`src/rtl/banco_registradores_param_pkg.sv`:
```
// Shared constants and reset-image helper for the parametrised register bank.
// Optional build macro: ZERO_REG_EN (register 0 hard-wired to zero).
package banco_registradores_param_pkg;

   localparam int DEFAULT_DATA_W = 8;
   localparam int DEFAULT_ADDR_W = 3;

   // Register i comes out of reset/clear holding its own index, truncated to data_w bits.
   function automatic logic [31:0] reset_image(input int unsigned idx, input int unsigned data_w);
      if (data_w >= 32)
         return idx;
      return idx % (32'd1 << data_w);
   endfunction

endpackage

```
`src/rtl/banco_registradores_param_porta_leitura.sv`:
```
// One registered read port: address mux, write forwarding, clear override, enabled output register.
// Optional build macro: ZERO_REG_EN (address 0 always reads as zero).
module banco_registradores_param_porta_leitura
   import banco_registradores_param_pkg::*;
#(
   parameter int DATA_W = DEFAULT_DATA_W,
   parameter int ADDR_W = DEFAULT_ADDR_W,
   localparam int NREG  = 2 ** ADDR_W
) (
   input  logic              clk,
   input  logic              rst,
   input  logic              i_rd_en,
   input  logic [ADDR_W-1:0] i_addr,
   input  logic [DATA_W-1:0] i_regs [NREG],
   input  logic              i_wr_en,
   input  logic [ADDR_W-1:0] i_wr_addr,
   input  logic [DATA_W-1:0] i_wr_data,
   input  logic              i_clr,
   output logic [DATA_W-1:0] o_data
);

   logic [DATA_W-1:0] r_data;
   logic [DATA_W-1:0] w_next;

   // i_wr_en arrives already qualified (clear and protected addresses removed).
   always_comb begin
      w_next = i_regs[i_addr];
      if (i_clr)
         w_next = DATA_W'(reset_image(32'(i_addr), DATA_W));
      else if (i_wr_en && (i_wr_addr == i_addr))
         w_next = i_wr_data;
`ifdef ZERO_REG_EN
      if (i_addr == '0)
         w_next = '0;
`endif
   end

   always_ff @(posedge clk or negedge rst) begin
      if (!rst)
         r_data <= '0;
      else if (i_rd_en)
         r_data <= w_next;
   end

   assign o_data = r_data;

endmodule

```
`src/rtl/banco_registradores_param.sv`:
```
// Parametrised register bank: 2**ADDR_W x DATA_W, two registered read ports, one write port.
// Optional build macro: ZERO_REG_EN (register 0 reads zero, writes to it ignored).
module banco_registradores_param
   import banco_registradores_param_pkg::*;
#(
   parameter int DATA_W = DEFAULT_DATA_W,
   parameter int ADDR_W = DEFAULT_ADDR_W,
   localparam int NREG  = 2 ** ADDR_W
) (
   input  logic              clk,
   input  logic              rst,
   input  logic              wrEn,
   input  logic [ADDR_W-1:0] addWr,
   input  logic [DATA_W-1:0] dadoWr,
   input  logic              rdEn1,
   input  logic [ADDR_W-1:0] addR1,
   output logic [DATA_W-1:0] dadoR1,
   input  logic              rdEn2,
   input  logic [ADDR_W-1:0] addR2,
   output logic [DATA_W-1:0] dadoR2,
   input  logic              clr,
   output logic [NREG-1:0]   escritos
);

   logic [DATA_W-1:0] r_regs [NREG];
   logic [NREG-1:0]   r_escritos;
   logic              w_wr_en;

   // Clear beats write; with ZERO_REG_EN a write to address 0 never happens at all.
`ifdef ZERO_REG_EN
   assign w_wr_en = wrEn && !clr && (addWr != '0);
`else
   assign w_wr_en = wrEn && !clr;
`endif

   generate
      for (genvar gi = 0; gi < NREG; gi++) begin : g_reg
         localparam logic [DATA_W-1:0] IMG = DATA_W'(reset_image(gi, DATA_W));

         always_ff @(posedge clk or negedge rst) begin
            if (!rst) begin
               r_regs[gi]     <= IMG;
               r_escritos[gi] <= 1'b0;
            end else if (clr) begin
               r_regs[gi]     <= IMG;
               r_escritos[gi] <= 1'b0;
            end else if (w_wr_en && (addWr == ADDR_W'(gi))) begin
               r_regs[gi]     <= dadoWr;
               r_escritos[gi] <= 1'b1;
            end
         end
      end
   endgenerate

   banco_registradores_param_porta_leitura #(.DATA_W(DATA_W), .ADDR_W(ADDR_W)) u_porta1 (
      .clk       (clk),
      .rst       (rst),
      .i_rd_en   (rdEn1),
      .i_addr    (addR1),
      .i_regs    (r_regs),
      .i_wr_en   (w_wr_en),
      .i_wr_addr (addWr),
      .i_wr_data (dadoWr),
      .i_clr     (clr),
      .o_data    (dadoR1)
   );

   banco_registradores_param_porta_leitura #(.DATA_W(DATA_W), .ADDR_W(ADDR_W)) u_porta2 (
      .clk       (clk),
      .rst       (rst),
      .i_rd_en   (rdEn2),
      .i_addr    (addR2),
      .i_regs    (r_regs),
      .i_wr_en   (w_wr_en),
      .i_wr_addr (addWr),
      .i_wr_data (dadoWr),
      .i_clr     (clr),
      .o_data    (dadoR2)
   );

   assign escritos = r_escritos;

endmodule

```
`config.mk`:
```
export PLATFORM = sky130hd
export DESIGN_NAME = banco_registradores_param
export DESIGN_NICKNAME = d
export VERILOG_FILES = /design/src/rtl/banco_registradores_param_pkg.sv /design/src/rtl/banco_registradores_param_porta_leitura.sv /design/src/rtl/banco_registradores_param.sv
export SDC_FILE = /design/constraint.sdc
export NUM_CORES = 1
export LEC_CHECK = 0
export CAP_MARGIN = 10
export CORE_UTILIZATION = 35
export CTS_CLUSTER_DIAMETER = 60
export DETAILED_ROUTE_END_ITERATION = 8
export HOLD_SLACK_MARGIN = 0.08
export PLACE_DENSITY_LB_ADDON = 0.2
export SLEW_MARGIN = 10
export SYNTH_ARGS = -nofsm -noshare
export SYNTH_HDL_FRONTEND = slang
export SYNTH_SLANG_ARGS = --single-unit
```
`constraint.sdc`:
```
create_clock -name clk -period 1.5 [get_ports clk]
set_input_delay 0.3 -clock clk [delete_from_list [all_inputs] [get_ports clk]]
set_output_delay 0.3 -clock clk [all_outputs]
set_load 0.03 [all_outputs]
```
==> results.py <==
metrics = {
    "clock_network": {
        "cts-root-buf": "clkbuf_16",
        "worstSkewPairLatency_ps": 350,
        "cts_sinks": 88,
        "cts_buffer_depth": 2,
        "cts-htree-levels": 3,
        "path_clk_slew_ps": 60,
        "numCtsBuffers": 9,
        "cts_tree": "done",
    },
    "logic_synthesis": {
        "synth_cell_types": 32,
        "ys_seq_elements": 88,
        "ys.warnings.count": 0,
        "post_synth.cell_area_avg_um2": 10.6,
        "ys_seq_area_share_pct": 44.9,
        "syn_nets": 487,
        "synth-edff-count": 0,
        "synth-async-reset-ratio_pct": 100,
        "ys.flop_type": "dfrtp_1",
        "netlist_instances": 464,
        "synth_area_um2": 4940,
    },
    "power_and_ir_drop": {
        "ir_drop_uv": 604,
        "p_leak_nw": 2.70,
        "cellPowerDensity_nw_per_um2": 915,
    },
    "floorplan": {
        "fp.dieW_um": 121,
        "io_pins": 47,
        "start_util_pct": 35.7,
        "core_um2": 13800,
        "dieHeight_um": 121,
        "die_area_um2": 14600,
        "rows": 43,
    },
    "placed_design": {
        "place_hpwl_mm": 11.3,
        "io_buffers": 46,
        "gp_congestion": 0.821,
    },
    "grt": {
        "grt_pass1_vias": 4408,
        "overflow": 0,
        "grt_pass1_wl_mm": 25.3,
        "antenna_found_initial": 0,
        "grt_max_degree": 38,
        "grt_use_total_pct": 23.6,
    },
    "critical_path": {
        "cp.required_ps": 1750,
        "arrival_ps": 1740,
        "crit_path_start_kind": "input pin",
        "cp.depth": 5,
        "crit_start": "addR1[1]",
        "r2r-start": "r_regs[6]",
        "r2r_setup_slack_ps": 50,
        "cp-endpoint": "u_porta1.o_data[6]",
        "cp_num_buf_inv": 2,
        "worstRegToRegCells": 3,
        "cp_max_fo": 8,
        "slowest_delay_ps": 650,
        "timing.rr.end": "u_porta1.o_data[6]",
        "end_kind": "flip-flop",
        "path_cells": "clkdlybuf4s15_2 -> buf_12 -> xor2_1 -> or4_4 -> o221ai_1",
        "critPathKind": "input pin to flip-flop",
        "path_delay_family": "simple AND/OR/NAND/NOR gates",
        "cpMaxStageDelayCell": "or4_4",
    },
    "route": {
        "routed_wl_mm": 16.2,
        "dr.pass1.iters": 5,
        "wire_per_inst_um": 22.3,
        "drtIter0Drc": 440,
        "ant_nets": 0,
        "drc": 0,
        "viasPerCell": 5.94,
        "via_count": 4327,
    },
    "sta": {
        "finClkSkew_ps": 4.86,
        "fin_crit_ps": 1480,
        "worst_pin_slew_ps": 417,
        "period_share_pct": 98.9,
        "slew_viol_final": 0,
        "tns_ps": 0,
        "hold_viol_final": 0,
        "rsz0062_at_grt": "yes",
        "max_slew_margin_pct": 72.2,
        "hold_slack_ps": 339,
        "fmax_mhz": 674,
        "finalSetupViolCount": 0,
    },
    "cells_and_area": {
        "nFillCells": 1269,
        "layout.nets": 566,
        "antenna_cells": 0,
        "syn2layout_area_growth_pct": 30.5,
        "layout-drive-gt1-share_pct": 25.7,
        "final_common_cell": "dfrtp_1",
        "mostFrequentLayoutCells": "76 x dfrtp_1, 59 x buf_4, 57 x o21ai_0, 54 x nand3_1, 52 x a21oi_1",
    },
    "worst_hold_path": {
        "hold_path_class": "input pin to flip-flop",
        "hold_start": "clr",
    },
    "status": {
        "outcome": "finished, final reports clean",
    },
    "flow_run": {
        "max_cap_violations": 0,
    },
}
-- area by class of cell --
cell class,count,area (um^2),share of cell area (%)
clock inverters,5,80.1,1.24
inverters,17,63.8,0.991
repair buffers,120,1160,18.0
clock buffers,11,243,3.77
flip-flops and latches,88,2220,34.4
multi-input cells,307,2450,38.1
well taps,180,225,3.50
-- timing repair --
action                                 4_1_cts  5_1_grt
setup buffers                                1        0
cloned                                       2        0
setup endpoints to repair                  108       17
gates resized for setup                     43       11
pin swaps                                    2        2
endpoints found under the hold margin       14        0
hold buffers                                 1        0
-- worst min path at each step --
| stage | to | slack, ps | cells after the start |
|---|---|---|---|
| finish | r_regs[7] | 340 | 3 |
| global route | r_regs[7] | 360 | 3 |
| CTS | r_regs[7] | 320 | 3 |
| detailed placement | escritos[1] | 240 | 1 |
| global placement | escritos[3] | 250 | 1 |
| floorplan | escritos[0] | 4 | 0 |
-- flip-flops by register name, summed over array words and instances, names as in the netlist --
| name | flops |
|---|---|
| r_regs | 64 |
| escritos | 8 |
| u_porta1.o_data | 8 |
| u_porta2.o_data | 8 |
-- synthesized netlist by cell type (all sizes together), types with 2 or more instances --
cell type  count  area [um^2]
nand2          6         22.5
nor2b         10         62.6
dfrtp         76         1900
buf           17          118
xor2           6         52.6
o22ai          3         18.8
o21ai         59          295
dfstp         12          315
nand3b         5         37.5
clkbuf        35          131
nand2b        12         75.1
o41ai          2         32.5
or4            2         15.0
nor3          10         50.1
inv           17         63.8
a21oi         52          260
a31oi          6         37.5
mux4          32          743
mux2i         16          160
nand3         54          270
a211o         10         87.6
o221ai        16          140
-- tightest hold or removal path: stages --
cell and delay [ps]:
buf_2 120, buf_4 170, a21oi_1 50
-- through the flow --
stage                     utilization (%)  total power, W  setup slack, ps  area, um^2  std cells
after CTS                            46.4         0.00591             11.4        6420        728
after global routing                 46.6         0.00607            -1.99        6440        728
after detailed placement             43.5         0.00346             -725        6010        708
after floorplan                         -         0.00298             1.17        4950        464
final                                46.6         0.00589             16.4        6440        728
after global placement               43.5         0.00345             -709        6010        708
-- power by group --
part	switching, W	leakage (nW)	total, W	internal [W]
logic	0.000559	1.38	0.000960	0.000400
clock network	0.000952	0.152	0.00245	0.00150
registers	0.0000388	1.17	0.00248	0.00244
-- layer usage --
layer | track usage [%] | up-vias | routed length, um
met4 | 9.18 | 0 | 347
met2 | 37.8 | 194 | 7850
met3 | 5.66 | 27 | 1210
li1 | - | 1903 | -
met1 | 30.7 | 2203 | 6850
met5 | 0 | - | 0
-- cells by family after synthesis --
kind of cell | count (synthesis) | share of synthesized area [%]
compound gates | 148 | 17.7
xor+xnor | 6 | 1.06
simple gates | 105 | 11.7
flops | 88 | 44.9
mux | 48 | 18.3
buf+inv | 69 | 6.34
No activity file was read; power rests on OpenSTA's default activity.
